## config.mk

```make
export PLATFORM = sky130hd
export DESIGN_NAME = ysyx_23060208_mem_arbiter
export DESIGN_NICKNAME = d
export VERILOG_FILES = /design/src/rtl/ysyx_23060208_mem_arbiter.sv
export SDC_FILE = /design/constraint.sdc
export NUM_CORES = 1
export LEC_CHECK = 0
export BUFFER_PORTS_ARGS = -buffer_cell sky130_fd_sc_hd__buf_4
export CAP_MARGIN = 20
export CORE_AREA = 2 2 109 111
export CTS_BUF_LIST = sky130_fd_sc_hd__clkbuf_2
export CTS_CLUSTER_DIAMETER = 40
export DETAILED_ROUTE_END_ITERATION = 10
export DIE_AREA = 0 0 111 113
export GPL_TIMING_DRIVEN = 0
export PLACE_DENSITY_LB_ADDON = 0.2
export SLEW_MARGIN = 15
export SYNTH_ARGS = -nofsm -noshare
export SYNTH_HDL_FRONTEND = slang
export SYNTH_SLANG_ARGS = --single-unit
```

## constraint.sdc

```tcl
create_clock -name clk -period 2.37 [get_ports clk]
set_clock_uncertainty 0.05 [all_clocks]
set_input_delay 0.474 -clock clk [delete_from_list [all_inputs] [get_ports clk]]
set_output_delay 0.474 -clock clk [all_outputs]
set_load 0.1 [all_outputs]
```

## src/rtl/ysyx_23060208_mem_arbiter.sv

```systemverilog
// Round-robin arbiter sharing one memory port between IFU and LSU, with a
// single outstanding transaction and a response timeout.
module ysyx_23060208_mem_arbiter #(
    parameter int DATA_WIDTH = 32,
    parameter int TIMEOUT    = 255
) (
    input  logic                    clk,
    input  logic                    rst,

    input  logic                    ifu_req_valid,
    output logic                    ifu_req_ready,
    input  logic [DATA_WIDTH-1:0]   ifu_addr,
    output logic                    ifu_resp_valid,
    output logic [DATA_WIDTH-1:0]   ifu_resp_data,
    output logic                    ifu_resp_err,

    input  logic                    lsu_req_valid,
    output logic                    lsu_req_ready,
    input  logic [DATA_WIDTH-1:0]   lsu_addr,
    input  logic                    lsu_wen,
    input  logic [DATA_WIDTH-1:0]   lsu_wdata,
    input  logic [DATA_WIDTH/8-1:0] lsu_wmask,
    output logic                    lsu_resp_valid,
    output logic [DATA_WIDTH-1:0]   lsu_resp_data,
    output logic                    lsu_resp_err,

    output logic                    mem_req_valid,
    input  logic                    mem_req_ready,
    output logic [DATA_WIDTH-1:0]   mem_addr,
    output logic                    mem_wen,
    output logic [DATA_WIDTH-1:0]   mem_wdata,
    output logic [DATA_WIDTH/8-1:0] mem_wmask,
    input  logic                    mem_resp_valid,
    input  logic [DATA_WIDTH-1:0]   mem_resp_data
);

    localparam logic [1:0] S_IDLE = 2'd0;
    localparam logic [1:0] S_REQ  = 2'd1;
    localparam logic [1:0] S_RESP = 2'd2;

    localparam logic [7:0] TO_LIMIT = 8'(TIMEOUT);

    localparam logic OWN_IFU = 1'b0;
    localparam logic OWN_LSU = 1'b1;

    logic [1:0]              state_q, state_d;
    logic                    owner_q, owner_d;
    logic                    last_q,  last_d;
    logic [DATA_WIDTH-1:0]   addr_q,  addr_d;
    logic                    wen_q,   wen_d;
    logic [DATA_WIDTH-1:0]   wdata_q, wdata_d;
    logic [DATA_WIDTH/8-1:0] wmask_q, wmask_d;
    logic [7:0]              cnt_q,   cnt_d;

    logic grant_lsu, grant_ifu;
    logic in_idle, in_req, in_resp;
    logic timeout_hit, resp_done;
    logic [DATA_WIDTH-1:0] resp_data;

    // Outputs are gated with rst so nothing leaks combinationally while reset is held.
    assign in_idle = (state_q == S_IDLE) && !rst;
    assign in_req  = (state_q == S_REQ)  && !rst;
    assign in_resp = (state_q == S_RESP) && !rst;

    // On a tie the requester that did not win last time goes first.
    assign grant_lsu = lsu_req_valid && (!ifu_req_valid || (last_q == OWN_IFU));
    assign grant_ifu = ifu_req_valid && !grant_lsu;

    assign ifu_req_ready = in_idle && grant_ifu;
    assign lsu_req_ready = in_idle && grant_lsu;

    // A response landing in the same cycle as the limit is treated as normal.
    assign timeout_hit = (cnt_q == TO_LIMIT) && !mem_resp_valid;
    assign resp_done   = in_resp && (mem_resp_valid || timeout_hit);
    assign resp_data   = mem_resp_valid ? mem_resp_data : '0;

    assign ifu_resp_valid = resp_done && (owner_q == OWN_IFU);
    assign ifu_resp_data  = ifu_resp_valid ? resp_data : '0;
    assign ifu_resp_err   = ifu_resp_valid && timeout_hit;

    assign lsu_resp_valid = resp_done && (owner_q == OWN_LSU);
    assign lsu_resp_data  = lsu_resp_valid ? resp_data : '0;
    assign lsu_resp_err   = lsu_resp_valid && timeout_hit;

    assign mem_req_valid = in_req;
    assign mem_addr      = addr_q;
    assign mem_wen       = wen_q;
    assign mem_wdata     = wdata_q;
    assign mem_wmask     = wmask_q;

    always_comb begin
        state_d = state_q;
        owner_d = owner_q;
        last_d  = last_q;
        addr_d  = addr_q;
        wen_d   = wen_q;
        wdata_d = wdata_q;
        wmask_d = wmask_q;
        cnt_d   = cnt_q;
        case (state_q)
            S_IDLE: begin
                if (grant_lsu) begin
                    owner_d = OWN_LSU;
                    last_d  = OWN_LSU;
                    addr_d  = lsu_addr;
                    wen_d   = lsu_wen;
                    wdata_d = lsu_wdata;
                    wmask_d = lsu_wmask;
                    state_d = S_REQ;
                end else if (grant_ifu) begin
                    owner_d = OWN_IFU;
                    last_d  = OWN_IFU;
                    addr_d  = ifu_addr;
                    wen_d   = 1'b0;
                    wdata_d = '0;
                    wmask_d = '1;
                    state_d = S_REQ;
                end
            end
            S_REQ: begin
                if (mem_req_ready) begin
                    cnt_d   = '0;
                    state_d = S_RESP;
                end
            end
            S_RESP: begin
                if (mem_resp_valid || timeout_hit) begin
                    state_d = S_IDLE;
                end else begin
                    cnt_d = cnt_q + 8'd1;
                end
            end
            default: state_d = S_IDLE;
        endcase
    end

    always_ff @(posedge clk or posedge rst) begin
        if (rst) begin
            state_q <= S_IDLE;
            owner_q <= OWN_IFU;
            last_q  <= OWN_IFU;
            addr_q  <= '0;
            wen_q   <= 1'b0;
            wdata_q <= '0;
            wmask_q <= '0;
            cnt_q   <= '0;
        end else begin
            state_q <= state_d;
            owner_q <= owner_d;
            last_q  <= last_d;
            addr_q  <= addr_d;
            wen_q   <= wen_d;
            wdata_q <= wdata_d;
            wmask_q <= wmask_d;
            cnt_q   <= cnt_d;
        end
    end

endmodule

```

Word-level counts from Yosys, hierarchy flattened
Cells that the tools add are included.
{"block": "word_totals", "elab_cells": 61, "regBits": 80, "input_bits": 139, "output_inout_bits": 140}
{"block": "op_classes", "add_sub_neg": 1, "n_eq_ne": 7, "n_mux": 20, "n_bitwise": 1, "reduce_logical": 25}
{"op": "$mux 32", "count": 7}
{"op": "$mux 8", "count": 2}
{"op": "$pmux 8 s2", "count": 1}
{"op": "$logic_and 1x1->1", "count": 13}
{"op": "$add 8x1->8 const B", "count": 1}
{"op": "$eq 8x8->1 const B", "count": 1}
{"op": "$mux 2", "count": 4}
{"op": "$mux 4", "count": 2}
{"op": "$pmux 2 s3", "count": 1}
{"op": "$reduce_and 3->1", "count": 2}
{"op": "$logic_not 1->1", "count": 4}
{"op": "$ne 2x2->1 const B", "count": 2}
{"op": "$reduce_bool 2->1", "count": 2}
{"op": "$mux 1", "count": 3}
{"op": "$ne 3x3->1 const B", "count": 1}
{"op": "$eq 2x1->1 const B", "count": 1}
{"op": "$eq 2x2->1 const B", "count": 1}
{"op": "$logic_not 2->1", "count": 1}
{"op": "$logic_or 1x1->1", "count": 2}
{"op": "$ne 2x1->1 const B", "count": 1}
{"op": "$reduce_and 2->1", "count": 1}
{"op": "$not 1->1", "count": 1}

Logic depth before layout (Yosys ltp)
Gate-level depths: netlist (run 1).
{"block": "depth", "word_depth": 8, "ltp_mapped": 8}

Worst setup path before layout (run 1)
Ideal clock, no wire load.
{"block": "synth_timing", "kind": "input to output", "startpoint": "in lsu_req_valid", "endpoint": "out ifu_req_ready", "required_ps": 1846, "path_stages": 4, "path_buffers": 2, "t_arrival_ps": 3927, "setup_slack_ps": -2081, "path_cell_list": "a21boi_0 clkbuf_1 buf_2 nor4bb_1"}
{"block": "synth_via", "elab_chain_len": 4}
{"element": "from (decl)", "line_no": "17", "rtl": "input logic lsu_req_valid,"}
{"element": "$logic_and 1x1->1", "line_no": "66", "rtl": "assign grant_lsu = lsu_req_valid && (!ifu_req_valid || (last_q == OWN_IFU));"}
{"element": "$logic_not 1->1", "line_no": "67", "rtl": "assign grant_ifu = ifu_req_valid && !grant_lsu;"}
{"element": "$logic_and 1x1->1", "line_no": "67"}
{"element": "$logic_and 1x1->1", "line_no": "69", "rtl": "assign ifu_req_ready = in_idle && grant_ifu;"}
{"element": "to (decl)", "line_no": "11", "rtl": "output logic ifu_req_ready,"}
Every way passes these cells.

Worst setup path in the final report (run 1)
{"block": "layout_timing", "startpoint": "reg cnt_q[5]", "endpoint": "out lsu_resp_data[12]"}
{"block": "layout_via", "elab_chain_len": 6}
{"element": "from (decl)", "line_no": "53", "rtl": "logic [7:0] cnt_q, cnt_d;"}
{"element": "from (signal assigned)", "line_no": "155", "rtl": "cnt_q <= cnt_d;"}
{"element": "$eq 8x8->1", "line_no": "73", "rtl": "assign timeout_hit = (cnt_q == TO_LIMIT) && !mem_resp_valid;"}
{"element": "$logic_and 1x1->1", "line_no": "73"}
{"element": "$logic_or 1x1->1", "line_no": "74", "rtl": "assign resp_done = in_resp && (mem_resp_valid || timeout_hit);"}
{"element": "$logic_and 1x1->1", "line_no": "74"}
{"element": "$logic_and 1x1->1", "line_no": "81", "rtl": "assign lsu_resp_valid = resp_done && (owner_q == OWN_LSU);"}
{"element": "$mux 32", "line_no": "82", "rtl": "assign lsu_resp_data = lsu_resp_valid ? resp_data : '0;"}
{"element": "to (decl)", "line_no": "24", "rtl": "output logic [DATA_WIDTH-1:0] lsu_resp_data,"}
Every way passes these cells.

==> flow_summary.json, run 1 <==
{
  "status": "finished, violations left",
  "violations": "setup timing",
  "antenna_found_initial": 0,
  "final_cells": 861,
  "tritoncts": "yes",
  "rsz0062_at_grt": "true",
  "worstPathRequired_ns": 1.85,
  "yosys_most_used_dff": "dfrtp_1",
  "cp_common_cell": "buf_12",
  "final_cell_mix": "219 x buf_4, 79 x dfrtp_1, 78 x buf_12",
  "whs_path_depth": 2,
  "syn_area_um2": 4110,
  "dieArea_um2": 12500,
  "multiInputGateArea_um2": 2220,
  "via_count": 4239,
  "final_common_cell": "buf_4",
  "h-tree-depth": 3,
  "start_util": 0.365,
  "final_nets": 852,
  "hold_start": "lsu_wdata[17]",
  "cts_buffers": 9,
  "drt_iter0_drc": 150,
  "seq_area_frac_synth": 0.487,
  "leakage_nw": 3.75,
  "crit_fanout": 7,
  "regArea_um2": 2000,
  "dpl_cell_area_um2": 6800,
  "dpl.hpwl_um": 11100,
  "antenna_left": 0,
  "grt_pass1_wl_um": 25000,
  "min_path_type": "input pin to flop",
  "worstPathArrival_ns": 2.59,
  "grt_use_total": 0.257,
  "async_flop_share": 1.00,
  "final_util": 0.725,
  "grt_remaining_overflow": 0,
  "slowest_stage": "or4b_4",
  "ctsRootBufferMaster": "clkbuf_2",
  "routed_via_density": 4.92,
  "routed_wl_um": 15800,
  "clockBufferDepth": 2,
  "critical_path_buf_inv_count": 3,
  "fin_crit_ns": 3.11,
  "place.gp.congestion": 0.924,
  "grt_pass1_vias": 4528,
  "critical-path-top-delay-family": "simple AND/OR/NAND/NOR gates",
  "total_power_w": 0.0107,
  "p_per_area_nw_per_um2": 1310,
  "ios": 279,
  "drc": 0,
  "rr_startpoint": "last_q",
  "synth.distinct_cells": 42,
  "die_h_um": 113,
  "cp-end-kind": "output port",
  "numPortBuffers": 278,
  "dp_cells": 824,
  "worstReg2RegEnd": "mem_wdata[24]",
  "hold_violations": 0,
  "relSlewSlack": 0.558,
  "ys_ff_latch": 80,
  "worstSkewPairLatency_ns": 0.55,
  "max_freq_mhz": 322,
  "dr.pass1.iters": 4,
  "holdPathEnd": "mem_wdata[17]",
  "synth_edf_count": 0,
  "rows": 39,
  "reg2regPathDepth": 10,
  "grt_max_degree": 34,
  "cts.sinks": 80,
  "post_route_cells_drive_above_1_share": 0.583,
  "drv_slew": 0,
  "setup_viol": 70,
  "start_kind": "flop",
  "slowest_delay_ns": 0.54,
  "crit_path_cell_trace": "and4_4 -> a21oi_2 -> or4b_4 -> buf_12 -> buf_12 -> nor2_4 -> buf_12",
  "drv_cap": 0,
  "worst_pin_slew_ns": 0.664,
  "avgSynthCellArea_um2": 10.3,
  "ff2ff_setup_slack_ns": 0.24,
  "path_depth": 7,
  "ys_warn_count": 0,
  "clk_pin_slew_ns": 0.21,
  "wl_per_cell_um": 18.4,
  "core_region_area_um2": 11300,
  "nFillCells": 761,
  "area_growth_pct": 98.8,
  "final_area_um2": 8170,
  "vdd_drop_max_mv": 1.68,
  "synthCells": 401,
  "crit_type": "flop to output port",
  "period_share": 1.31,
  "die_w_um": 111,
  "synth_nets": 541,
  "setup_ws_ns": -0.740
}
repair_timing:
item / in CTS / in global routing
buffers inserted: 12 / 4
gates cloned: 5 / 0
endpoints found under the setup margin: 70 / 70
hold buffers: 1 / 0
gates resized for setup: 235 / 10
hold endpoints to repair: 23 / 0
pin swaps: 10 / 11
state kept, by name, indices dropped and copies added (netlist names):
register / cells
last_q: 1
mem_addr: 32
cnt_q: 8
mem_wen: 1
mem_wmask: 4
state_q: 2
mem_wdata: 32
logic make-up (layout without fill, tap and decap cells):
logic type | after synthesis | after routing | share of synthesized area
compound gates | 87 | 87 | 0.150
fa+ha+maj | 1 | 1 | 0.00304
buf+inv | 38 | 354 | 0.0596
flops | 80 | 80 | 0.487
mux | 34 | 34 | 0.0831
other cells | 0 | 1 | 0
simple gates | 161 | 161 | 0.217
metrics by stage:
stage | setup WS, ns | setup TNS (ns) | hold slack [ns]
3_3_place_gp | -0.261 | -13.42 | 0.413
6_report | -0.740 | -44.96 | 0.0654
5_1_grt | -0.863 | -53.60 | 0.0213
2_1_floorplan | -0.383 | -16.63 | 0.420
3_5_place_dp | -0.281 | -15.70 | 0.421
4_1_cts | -0.794 | -49.81 | 0.0155
metal layers:
metal	vias to the layer above	wire length (um)	global-route usage
met5	-	0	0
met4	0	385	0.0942
met3	23	1140	0.0627
met2	212	8480	0.473
met1	2002	5850	0.289
li1	2002	-	-
worst register-to-register path, delay by kind of cell (launching register included):
family	cells	cell delay, ns
buffers and inverters	7	1.16
AND/OR/NAND/NOR	1	0.14
AO/OA/AOI/OAI	2	0.29
flip-flops	1	0.45
how the worst max path moves through the flow:
stage          startpoint                 to  slack, ns
6_report         cnt_q[5]  lsu_resp_data[12]      -0.74
5_1_grt          cnt_q[1]  lsu_resp_data[12]      -0.86
4_1_cts          cnt_q[0]  lsu_resp_data[12]      -0.79
3_5_place_dp     cnt_q[0]  lsu_resp_data[12]      -0.28
3_3_place_gp     cnt_q[0]  lsu_resp_data[12]      -0.26
2_1_floorplan    cnt_q[0]       lsu_resp_err      -0.38
cell usage after synthesis, types with 4 or more instances:
library cell | number | area share
buf_2 | 9 | 0.011
a21oi_1 | 5 | 0.0061
o22a_1 | 4 | 0.0085
a22o_1 | 33 | 0.070
o21ai_0 | 33 | 0.040
inv_1 | 6 | 0.0055
dfrtp_1 | 80 | 0.49
nor2_1 | 38 | 0.035
nor2_4 | 29 | 0.079
and3_1 | 4 | 0.0061
mux2i_1 | 33 | 0.080
nand2_1 | 71 | 0.065
clkbuf_1 | 14 | 0.013
cell type report:
type,count,share of cell area
Sequential cell,80,0.245
Timing Repair Buffer,301,0.402
Clock buffer,9,0.00551
Antenna cell,1,0.000306
Buffer,31,0.0392
Inverter,6,0.00413
Multi-Input combinational cell,283,0.271
Tap cell,143,0.0219
Clock inverter,7,0.0106
report_power, final:
part           switching (W)  internal, W
combinational        0.00577      0.00172
sequential          0.000392      0.00197
clock               0.000477     0.000340
total                0.00664      0.00404
No activity file was read; power rests on OpenSTA's default activity.
==> run 2: changes to the inputs <==
--- a/config.mk
+++ b/config.mk
@@ -7,11 +7,11 @@
 export LEC_CHECK = 0
 export BUFFER_PORTS_ARGS = -buffer_cell sky130_fd_sc_hd__buf_4
 export CAP_MARGIN = 20
-export CORE_AREA = 2 2 109 111
+export CORE_AREA = 2 2 107 109
 export CTS_BUF_LIST = sky130_fd_sc_hd__clkbuf_2
 export CTS_CLUSTER_DIAMETER = 40
 export DETAILED_ROUTE_END_ITERATION = 10
-export DIE_AREA = 0 0 111 113
+export DIE_AREA = 0 0 109 111
 export GPL_TIMING_DRIVEN = 0
 export PLACE_DENSITY_LB_ADDON = 0.2
 export SLEW_MARGIN = 15
==> constraint.sdc (replaced) <==
create_clock -name clk -period 3.05 [get_ports clk]
set_clock_uncertainty 0.05 [all_clocks]
set_input_delay 0.61 -clock clk [delete_from_list [all_inputs] [get_ports clk]]
set_output_delay 0.61 -clock clk [all_outputs]
set_load 0.1 [all_outputs]
==> run 2 against run 1 <==
The run still ends with setup timing left; register-to-register slack improved by 0.64 ns; via count increased by 3.3%; die area decreased by 3.5%; total power decreased by 24%; worst setup slack improved by 0.58 ns; combinational power decreased by 24%; routed wire length increased by 7.8%; first-iteration DRC count increased by 69%; largest cell class unchanged.
==> flow_summary.json, run 2 (same netlist as run 1, synthesis figures left out) <==
{
  "status": "finished, violations left",
  "violations": "setup timing",
  "slowest_delay_ns": 0.49,
  "ios": 279,
  "min_path_type": "input pin to flop",
  "place.gp.congestion": 0.865,
  "via_count": 4380,
  "period_share": 1.05,
  "clockBufferDepth": 2,
  "drt_iter0_drc": 254,
  "h-tree-depth": 3,
  "grt_max_degree": 56,
  "crit_path_cell_trace": "ha_2 -> and3_4 -> a21oi_4 -> or4b_4 -> buf_12 -> clkbuf_16 -> nor2_4 -> buf_12",
  "cp_common_cell": "buf_12",
  "start_kind": "flop",
  "dp_cells": 823,
  "antenna_found_initial": 1,
  "antenna_left": 0,
  "final_area_um2": 7840,
  "core_region_area_um2": 11100,
  "die_w_um": 109,
  "crit_type": "flop to output port",
  "pwr-share-comb": 0.706,
  "nFillCells": 725,
  "dpl.hpwl_um": 11000,
  "final_common_cell": "buf_4",
  "area_growth_pct": 90.8,
  "intPower_w": 0.00297,
  "hold_violations": 0,
  "multiInputGateArea_um2": 2160,
  "dpl_cell_area_um2": 6450,
  "grt_remaining_overflow": 0,
  "drv_slew": 0,
  "ctsRootBufferMaster": "clkbuf_2",
  "grt_use_met3": 0.0829,
  "grt_pass1_vias": 4308,
  "dieArea_um2": 12100,
  "routed_via_density": 5.15,
  "p_clk_frac": 0.066,
  "cp-end-kind": "output port",
  "crit_fanout": 8,
  "start_util": 0.371,
  "critical_path_buf_inv_count": 3,
  "worstPathRequired_ns": 2.39,
  "p_per_area_nw_per_um2": 1030,
  "final_cells": 850,
  "busiest_layer": "met2",
  "rows": 39,
  "relSlewSlack": 0.576,
  "slowest_stage": "or4b_4",
  "max_freq_mhz": 312,
  "p_seq_frac": 0.227,
  "routed_wl_um": 17100,
  "vdd_drop_max_mv": 0.992,
  "die_h_um": 111,
  "wl_per_cell_um": 20.1,
  "tritoncts": "yes",
  "ff2ff_setup_slack_ns": 0.88,
  "dr.pass1.iters": 4,
  "rsz0062_at_grt": "true",
  "drv_cap": 0,
  "final_cell_mix": "217 x buf_4, 79 x dfrtp_1, 71 x nand2_1",
  "grt_use_total": 0.248,
  "leakage_nw": 3.64,
  "setup_viol": 67,
  "grt_pass1_wl_um": 23000,
  "p_sw_w": 0.00512,
  "cts_buffers": 9,
  "tns_ns": -5.68,
  "worstSkewPairLatency_ns": 0.53,
  "regArea_um2": 2000,
  "numPortBuffers": 278,
  "fin_crit_ns": 3.21,
  "cts.sinks": 80,
  "drc": 0,
  "setup_ws_ns": -0.160,
  "switching_share": 0.633,
  "post_route_cells_drive_above_1_share": 0.567,
  "worst_pin_slew_ns": 0.632,
  "met1_usage": 0.281,
  "clk_pin_slew_ns": 0.21,
  "pre_cts_ws_ns": 0.224,
  "critical-path-top-delay-family": "simple AND/OR/NAND/NOR gates",
  "total_power_w": 0.00809,
  "final_nets": 842,
  "grt_use_met2": 0.409,
  "worstPathArrival_ns": 2.55
}
[run 2: area by class of cell]
class | count | area share
Buffer | 30 | 0.0332
Tap cell | 143 | 0.0228
Clock inverter | 4 | 0.00590
Clock buffer | 10 | 0.00638
Antenna cell | 2 | 0.000638
Sequential cell | 80 | 0.255
Timing Repair Buffer | 291 | 0.395
Multi-Input combinational cell | 284 | 0.276
Inverter | 6 | 0.00479
[run 2: layer usage]
layer | vias up | wire, um
li1 | 1980 | -
met1 | 2125 | 6140
met2 | 227 | 8750
met4 | 0 | 610
met3 | 48 | 1570
met5 | - | 0
[run 2: through the flow]
step | hold slack, ns | util
6_report | 0.221 | 0.708
5_1_grt | 0.176 | 0.708
4_1_cts | 0.183 | 0.672
3_5_place_dp | 0.422 | 0.582
3_3_place_gp | 0.417 | 0.579
2_1_floorplan | 0.420 | -
[run 2: timing repair]
item                                   in CTS  in global routing
setup endpoints to repair                  69                 68
cloned                                      1                  4
endpoints found under the hold margin      21                  0
setup buffers                               5                  2
pin swaps                                  25                  9
resized for setup                         207                 76
hold buffers                                1                  0
[run 2: power groups by stage]
stage	combinational, W	sequential (W)	clock, W
global route	0.00590	0.00191	0.000598
CTS	0.00565	0.00183	0.000549
global placement	0.00551	0.00183	0
detailed placement	0.00557	0.00183	0
finish	0.00571	0.00184	0.000536
floorplan	0.00110	0.00500	0
[run 2: final timing paths]
check	start	end	cells after the start
worst max-delay path	cnt_q[1]	lsu_resp_data[20]	8
worst min-delay path	lsu_wmask[2]	mem_wmask[2]	2
worst max register to register	state_q[1]	state_q[0]	5
worst min register to register	mem_addr[14]	mem_addr[14]	2
max in group asynchronous	rst	mem_wdata[26]	4
min in group asynchronous	rst	cnt_q[0]	3
